`config.mk`:
```
export PLATFORM = sky130hd
export DESIGN_NAME = jk_seq_driver
export DESIGN_NICKNAME = d
export VERILOG_FILES = /design/src/rtl/jk_seq_driver.sv
export SDC_FILE = /design/constraint.sdc
export NUM_CORES = 1
export LEC_CHECK = 0
export ABC_AREA = 1
export CAP_MARGIN = 5
export CORE_ASPECT_RATIO = 1.2
export CORE_MARGIN = 3
export CORE_UTILIZATION = 47
export CTS_CLUSTER_SIZE = 8
export DETAILED_ROUTE_END_ITERATION = 10
export GPL_ROUTABILITY_DRIVEN = 1
export PLACE_DENSITY_LB_ADDON = 0.25
export SLEW_MARGIN = 20
export SYNTH_ARGS = -nofsm -noshare
export SYNTH_HDL_FRONTEND = slang
export SYNTH_SLANG_ARGS = --single-unit
```
`constraint.sdc`:
```
create_clock -name clk -period 1.05 [get_ports clk]
set_input_delay 0.21 -clock clk [delete_from_list [all_inputs] [get_ports clk]]
set_output_delay 0.21 -clock clk [all_outputs]
set_load 0.02 [all_outputs]
```
`src/rtl/jk_seq_driver.sv`:
```
// -----------------------------------------------------------------------------
// jk_seq_driver
//
// Stimulus end of a j/k/q interface to an external JK flip-flop. A target bit
// pattern is loaded through a valid/ready port. On start, the block computes
// the JK excitation that steers the flop's q through the pattern, one bit per
// clock. Two cycles after each bit is issued, the block checks the flop's
// returned q against that bit. It reports failures through a sticky mismatch
// flag and a saturating error count.
//
// Ports
//   clk         rising-edge clock
//   rst         synchronous active-high reset
//   load_valid  pattern load request
//   load_ready  high while idle (combinational from state)
//   load_data   target bits, bit 0 driven first
//   load_len    number of bits to drive; values above DEPTH clamp to DEPTH
//   start       begin driving the stored pattern (idle only, not with a load)
//   j, k        registered excitation to the flop
//   q_fb        flop q output
//   busy        high while driving or draining the compare pipeline
//   done        one-cycle pulse at the end of a run
//   mismatch    sticky compare-failure flag for the current run
//   err_count   saturating count of compare failures in the current run
// -----------------------------------------------------------------------------
module jk_seq_driver #(
    parameter int DEPTH       = 8,
    parameter bit TOGGLE_PREF = 1'b0,
    parameter int CNT_W       = 4,
    localparam int LEN_W      = $clog2(DEPTH + 1)
) (
    input  logic             clk,
    input  logic             rst,
    input  logic             load_valid,
    output logic             load_ready,
    input  logic [DEPTH-1:0] load_data,
    input  logic [LEN_W-1:0] load_len,
    input  logic             start,
    output logic             j,
    output logic             k,
    input  logic             q_fb,
    output logic             busy,
    output logic             done,
    output logic             mismatch,
    output logic [CNT_W-1:0] err_count
);

    typedef enum logic [1:0] {
        ST_IDLE  = 2'd0,
        ST_DRIVE = 2'd1,
        ST_DRAIN = 2'd2
    } state_t;

    state_t             state_q, state_d;
    logic [DEPTH-1:0]   pat_q, pat_d;     // stored pattern, kept for re-runs
    logic [DEPTH-1:0]   work_q, work_d;   // shifting copy consumed while driving
    logic [LEN_W-1:0]   len_q, len_d;
    logic [LEN_W-1:0]   rem_q, rem_d;     // bits still to issue
    logic               cur_q, cur_d;     // expected flop state after last issue
    logic               j_q, j_d;
    logic               k_q, k_d;
    logic               done_q, done_d;
    logic               mm_q, mm_d;
    logic [CNT_W-1:0]   err_q, err_d;
    // Expect pipeline: stage 0 holds the bit issued at the last edge, stage 1
    // the bit whose effect on q is visible now.
    logic               s0_vld_q, s0_vld_d, s0_bit_q, s0_bit_d;
    logic               s1_vld_q, s1_vld_d, s1_bit_q, s1_bit_d;

    logic               load_fire;
    logic               start_fire;
    logic [LEN_W-1:0]   len_clamped;
    logic               t_bit;

    assign load_ready  = (state_q == ST_IDLE);
    assign load_fire   = load_valid && load_ready;
    assign start_fire  = start && load_ready && !load_fire;
    assign len_clamped = (load_len > LEN_W'(DEPTH)) ? LEN_W'(DEPTH) : load_len;
    assign t_bit       = work_q[0];

    always_comb begin
        state_d  = state_q;
        pat_d    = pat_q;
        work_d   = work_q;
        len_d    = len_q;
        rem_d    = rem_q;
        cur_d    = cur_q;
        j_d      = 1'b0;
        k_d      = 1'b0;
        done_d   = 1'b0;
        mm_d     = mm_q;
        err_d    = err_q;
        s1_vld_d = s0_vld_q;
        s1_bit_d = s0_bit_q;
        s0_vld_d = 1'b0;
        s0_bit_d = 1'b0;

        // The compare runs in every state; the pipeline is empty when idle.
        if (s1_vld_q && (q_fb != s1_bit_q)) begin
            mm_d = 1'b1;
            if (err_q != '1) begin
                err_d = err_q + CNT_W'(1);
            end
        end

        unique case (state_q)
            ST_IDLE: begin
                if (load_fire) begin
                    pat_d = load_data;
                    len_d = len_clamped;
                end else if (start_fire) begin
                    // The only point where q_fb seeds the expected state.
                    cur_d  = q_fb;
                    work_d = pat_q;
                    rem_d  = len_q;
                    mm_d   = 1'b0;
                    err_d  = '0;
                    if (len_q == '0) begin
                        done_d = 1'b1;
                    end else begin
                        state_d = ST_DRIVE;
                    end
                end
            end
            ST_DRIVE: begin
                if (cur_q != t_bit) begin
                    if (TOGGLE_PREF) begin
                        j_d = 1'b1;
                        k_d = 1'b1;
                    end else begin
                        j_d = t_bit;
                        k_d = ~t_bit;
                    end
                end
                cur_d    = t_bit;
                work_d   = work_q >> 1;
                rem_d    = rem_q - LEN_W'(1);
                s0_vld_d = 1'b1;
                s0_bit_d = t_bit;
                if (rem_q == LEN_W'(1)) begin
                    state_d = ST_DRAIN;
                end
            end
            ST_DRAIN: begin
                // Stage 0 empty means stage 1 holds the final bit being
                // compared at this edge.
                if (!s0_vld_q) begin
                    state_d = ST_IDLE;
                    done_d  = 1'b1;
                end
            end
            default: begin
                state_d = ST_IDLE;
            end
        endcase
    end

    always_ff @(posedge clk) begin
        if (rst) begin
            state_q  <= ST_IDLE;
            pat_q    <= '0;
            work_q   <= '0;
            len_q    <= '0;
            rem_q    <= '0;
            cur_q    <= 1'b0;
            j_q      <= 1'b0;
            k_q      <= 1'b0;
            done_q   <= 1'b0;
            mm_q     <= 1'b0;
            err_q    <= '0;
            s0_vld_q <= 1'b0;
            s0_bit_q <= 1'b0;
            s1_vld_q <= 1'b0;
            s1_bit_q <= 1'b0;
        end else begin
            state_q  <= state_d;
            pat_q    <= pat_d;
            work_q   <= work_d;
            len_q    <= len_d;
            rem_q    <= rem_d;
            cur_q    <= cur_d;
            j_q      <= j_d;
            k_q      <= k_d;
            done_q   <= done_d;
            mm_q     <= mm_d;
            err_q    <= err_d;
            s0_vld_q <= s0_vld_d;
            s0_bit_q <= s0_bit_d;
            s1_vld_q <= s1_vld_d;
            s1_bit_q <= s1_bit_d;
        end
    end

    assign j         = j_q;
    assign k         = k_q;
    assign busy      = (state_q != ST_IDLE);
    assign done      = done_q;
    assign mismatch  = mm_q;
    assign err_count = err_q;

endmodule

```
==> run metrics <==
status complete, but fails checks; failing checks setup timing; Worst R2R Setup Slack -0.17 ns; filler cell count 253; CORE AREA 0.00340 sq mm; starting density of the core 49.8%; max-cap viol count 0; clock buffer depth 2; minimum hold slack 0.406 ns; critical path's slowest cell dfxtp_4; CTS tree done; commonest non-fill, non-tap cell in the layout nor2_1; critical path class reg2reg; final worst-path cycle share 116%; DIE WIDTH 60.7 microns; Synth Register Bits 39; Mapped Nets 261; CTS buffer count 5; Avg WL per Cell 11.9 microns; Die Span Y 71.7 microns; global placement routability congestion 0.792; share of the yosys chip area belonging to registers 46.2%; fin crit period 1.22 ns; largest net degree at the start of global routing 21; antenna violations before repair 0; mapped cell area 0.00169 sq mm; antenna cells 0; fin worst setup slack -0.165 ns; cell repeated most along the worst path inv_4; CP max FO 9; final-report hold violation count 0; Pre-antenna DRT Iters 4; Routed Antenna Nets 0; Mapped Cells 241; Worst EP required 1.27 ns; Reg clk slew, reported paths 0.07 ns; Worst Setup End Kind flop; RSZ-0062 raised after global routing true; Root Driver clkbuf_8; Die Area 0.00436 sq mm; final cell count without fillers 337; clock sinks 39; Hold Crit Class in2reg; Post-Place Cells 326; vias in the first global route 1,427; Crit path largest cell delay 0.38 ns; drt initial violations 41; synth unique cells 20; gr ovfl total 0; Worst Setup Start Kind flop; crit-path cells inv_4, buf_6, nand2_8, inv_4, nor2_1, o21ai_0, a21oi_1; H-tree depth 2; Arr. time, crit path 1.43 ns; PortBufs 26; Post-layout nets 319; routed vias 1,677; YS warnings 0; Syn Area/Cell 7.01 sq um; PwrDens 1210 mW/mm^2; max frequency 823 MHz; drt via density 4.98; final setup violating endpoints 17; total negative slack -1.77 ns; slew margin rel. 80.8%; Final Max Tran Viols 0; Layout Skew 0.00764 ns; DRC Markers 0; Final HPWL DP 2530 microns; share of cells above drive strength 1 37.3%; most frequent cells in the layout nor2_1 (54), nand2_1 (41), dfxtp_1 (35); Slew @ Worst Pin 0.287 ns; Core Rows 23; leakage 1.11 nW; later-pin clock latency in the skew report 0.29 ns; global-route wire length before repair 6010 microns; Max VDD drop 0.823 mV; Ports 27; routed wire length 4020 microns; global router's overall resource usage 18.2%; P&R area growth vs syn 50.2%
-- registers in the layout, summed over array words and instances (netlist names) --
register,cells
pat_q,8
work_q,8
err_count,4
len_q,4
rem_q,4
state_q,2
cur_q,1
done,1
j,1
k,1
mismatch,1
s0_bit_q,1
s0_vld_q,1
s1_bit_q,1
s1_vld_q,1
-- path summary, 6_finish.rpt --
kind                                 from                      to  cells past startpoint
setup / recovery  state_q[1]$_SDFFE_PP0P_  work_q[7]$_SDFFE_PP0P_                      7
hold reg to reg       s0_bit_q$_SDFF_PP0_     s1_bit_q$_SDFF_PP0_                      2
setup reg to reg  state_q[1]$_SDFFE_PP0P_  work_q[7]$_SDFFE_PP0P_                      7
hold / removal                       q_fb      cur_q$_SDFFE_PP0P_                      4
-- routing by layer --
metal / global-route usage [%] / wire length (microns) / vias up / part of all wire, %
li1: - / - / 882 / -
met1: 21.5 / 1670 / 757 / 42
met2: 30.0 / 2110 / 33 / 52
met3: 5.23 / 174 / 5 / 4.3
met4: 8.19 / 63 / 0 / 1.6
met5: 0 / 0 / - / 0
-- through the flow --
stage | power, mW | area, sq um | worst slack (ns) | util (%)
2_1_floorplan | 1.85 | 1720 | -0.00706 | -
3_3_place_gp | 2.02 | 2210 | -0.377 | 65.1
3_5_place_dp | 2.03 | 2210 | -0.434 | 65.1
4_1_cts | 3.01 | 2340 | -0.122 | 68.9
5_1_grt | 3.22 | 2540 | -0.215 | 74.8
6_report | 3.08 | 2540 | -0.165 | 74.8
-- cell usage after synthesis --
cell	count	area [sq um]
inv_2	4	15.0
nor4_1	1	6.26
o21ai_0	22	110
dfxtp_1	39	781
ha_1	3	37.5
nand3b_1	1	7.51
nand2_4	2	22.5
nand2_2	2	12.5
nor3_1	2	10.0
inv_1	18	67.6
nor2_4	1	11.3
nand4_1	1	6.26
o21ai_1	2	10.0
nand3_1	10	50.1
nand2_1	52	195
clkbuf_1	3	11.3
nor2_1	61	229
nor2_2	3	18.8
buf_6	3	33.8
a21oi_1	11	55.1
-- final cells by class --
cell class,count,area [sq um],area share [%]
Clock buffer,6,72.6,2.86
Clock inverter,2,12.5,0.493
Multi-Input combinational cell,175,1010,40.0
Timing Repair Buffer,56,509,20.1
Tap cell,37,46.3,1.82
Sequential cell,39,791,31.1
Inverter,22,92.6,3.65
-- kinds of logic (layout without fill, tap and decap cells) --
kind of cell,after synthesis,after routing,share of synthesized area (%)
flops,39,39,46.2
buf+inv,28,86,7.55
compound gates,35,35,10.4
simple gates,136,137,33.7
fa+ha+maj,3,3,2.22
-- timing repair --
| item | 4_1_cts | 5_1_grt |
|---|---|---|
| hold buffers | 0 | 0 |
| gates resized for setup | 72 | 64 |
| cloned | 0 | 1 |
| hold endpoints to repair | 0 | 0 |
| buffers inserted | 1 | 1 |
| setup endpoints to repair | 38 | 38 |
| pin swaps | 3 | 30 |
-- critical path: cells and delay by family, from the launching register on --
kind | cells | cell delay, ns
flops | 1 | 0.38
compound gates | 2 | 0.27
buf+inv | 3 | 0.25
simple gates | 2 | 0.24
-- where the power goes --
part	switching [mW]	internal (mW)
clock network	0.505	0.464
registers	0.0494	1.55
logic	0.266	0.245
total	0.820	2.26
Note: power is estimated with default switching activity, not from simulation.
==> RTL change: new RTL, config.mk and constraints unchanged <==
The parameter `DEPTH` goes from 8 to 4.
--- a/src/rtl/jk_seq_driver.sv
+++ b/src/rtl/jk_seq_driver.sv
@@ -24,7 +24,7 @@
 //   err_count   saturating count of compare failures in the current run
 // -----------------------------------------------------------------------------
 module jk_seq_driver #(
-    parameter int DEPTH       = 8,
+    parameter int DEPTH       = 4,
     parameter bit TOGGLE_PREF = 1'b0,
     parameter int CNT_W       = 4,
     localparam int LEN_W      = $clog2(DEPTH + 1)
Ports: changed (resized load_data and load_len); port bits go from 27 to 22. No check against the original RTL was run, so the function may have changed too.
==> RTL change against the original RTL <==
The run still ends with negative setup slack left; first-iteration DRC count fell by 32%; sequential cell count fell by 10; setup slack got worse by 0.031 ns; area after synthesis fell by 23%; synthesized cell count fell by 29%; cell area fell by 20%; hold slack barely moved; maximum frequency fell by 2.4%; die area fell by 21%; routed wire length fell by 21%; critical endpoint is now load_ready.
Power is not compared: it rests on default switching activity, and its combinational part moved more than twofold at a synthesized area within 25%.
==> RTL change: results (changes against the original RTL) <==
cells_and_area:
  fill_cells: 177  # -30%
  drive_gt1_frac: 0.509  # +0.136
  nets: 236  # -26%
timing:
  slew_headroom: 0.670  # -0.138
  finalWorstSetupSlack_ns: -0.196  # -0.0305 ns
  setup_violations: 26  # +9
  skew_ns: 0.00565  # -0.00199 ns
yosys:
  yosys-top-cells-area: "dfxtp_1 (44%), nand2_1 (7.2%), nor2_1 (7.2%)"
  synthDistinctLibCells: 25  # +25%
  syn_nets: 185  # -29%
  synth_common_cells: "dfxtp_1 (29), nand2_1 (25), nor2_1 (25), inv_1 (18), o21ai_0 (14)"
  seq_area_frac_synth: 0.443  # -0.0187
global_route:
  grt_pass1_wl_mm: 4.86  # -19%
  grt_usage: 0.193  # +0.0109
  grt_pass1_vias: 1215  # -15%
  grt_start_max_net_pins: 13  # -38%
  antenna_found_initial: 0  # unchanged
hold_path:
  hold_path.class: "flop to flop"
setup_path:
  critPathMaxFanout: 3  # -6
  r2r_setup_slack_ns: -0.15  # +0.02 ns
  arrival_ns: 1.04  # -0.39 ns
placed_design:
  gp_congestion: 0.726  # -8.4%
  hpwlAfterDp_mm: 2.08  # -18%
  io_buffers: 21  # -19%
route:
  vias_per_cell: 5.05  # +1.5%
  wl_per_cell_microns: 12.5  # +4.9%
  drt_iter0_drc: 28  # -32%
clock_tree:
  cts_resized: 78  # +8.3%
  cts_root_buf: "clkbuf_4"
  insertion_delay_ns: 0.34  # +0.05 ns
  cts.clk_slew.worst_paths_ns: 0.09  # +0.02 ns
  postCtsSetupRepairBufs: 0  # -1
power:
  powerDensity_nw_per_um2: 2210
  switchingPower_w: 0.00185
floorplanning:
  core_area_sq_um: 2600  # -23%
run_status:
  outcome: "finished with violations"
  failed_checks: "negative setup slack"
## RTL change: cell types whose count changed after synthesis, sizes merged, moves of 2 or more
cell   delta
nor2     -36
nand2    -25
dfxtp    -10
o21ai     -6
inv       +2
nand3     +2
xor2      +2
## RTL change: cell type report
cell class,count,share of cell area
Timing Repair Buffer,47,0.212
Tap cell,33,0.0204
Clock buffer,5,0.0185
Inverter,24,0.0544
Sequential cell,29,0.296
Multi-Input combinational cell,114,0.390
Clock inverter,3,0.00865
## RTL change: worst max-delay path: stages (launching register included)
cell,delay [ns]
dfxtp_2,0.35
nor2_4,0.18
buf_4,0.17
## RTL change: cells by family (layout without fill, tap and decap cells)
family,after synthesis,count (layout),synth area share
flip-flops,29,29,0.443
XOR/XNOR,2,2,0.0134
adder cells (fa/ha/maj),3,3,0.0287
AND/OR/NAND/NOR,76,77,0.274
AO/OA/AOI/OAI,32,32,0.148
buffers and inverters,28,79,0.0926
## RTL change: per-stage QoR
stage	setup TNS [ns]	area [sq um]	setup WS, ns	instances	hold slack (ns)
after floorplan	-1.50	1340	-0.146	170	0.287
after global placement	-7.78	1740	-0.362	244	0.393
after detailed placement	-8.84	1740	-0.425	244	0.393
after CTS	-2.70	1860	-0.178	253	0.407
after global routing	-4.16	2020	-0.245	255	0.423
final	-2.82	2020	-0.196	255	0.406
## RTL change: final timing paths
kind,from,to,cells past startpoint
worst max-delay path,state_q[1],load_ready,2
worst min-delay path,s0_bit_q,s1_bit_q,2
worst max register to register,state_q[1],cur_q,7
worst min register to register,s0_bit_q,s1_bit_q,2
## RTL change: layer usage
layer	part of all wire	vias to the layer above	track usage
met4	0.036	0	0.109
met2	0.55	41	0.337
li1	-	649	-
met5	0	-	0
met1	0.36	585	0.188
met3	0.054	13	0.0653
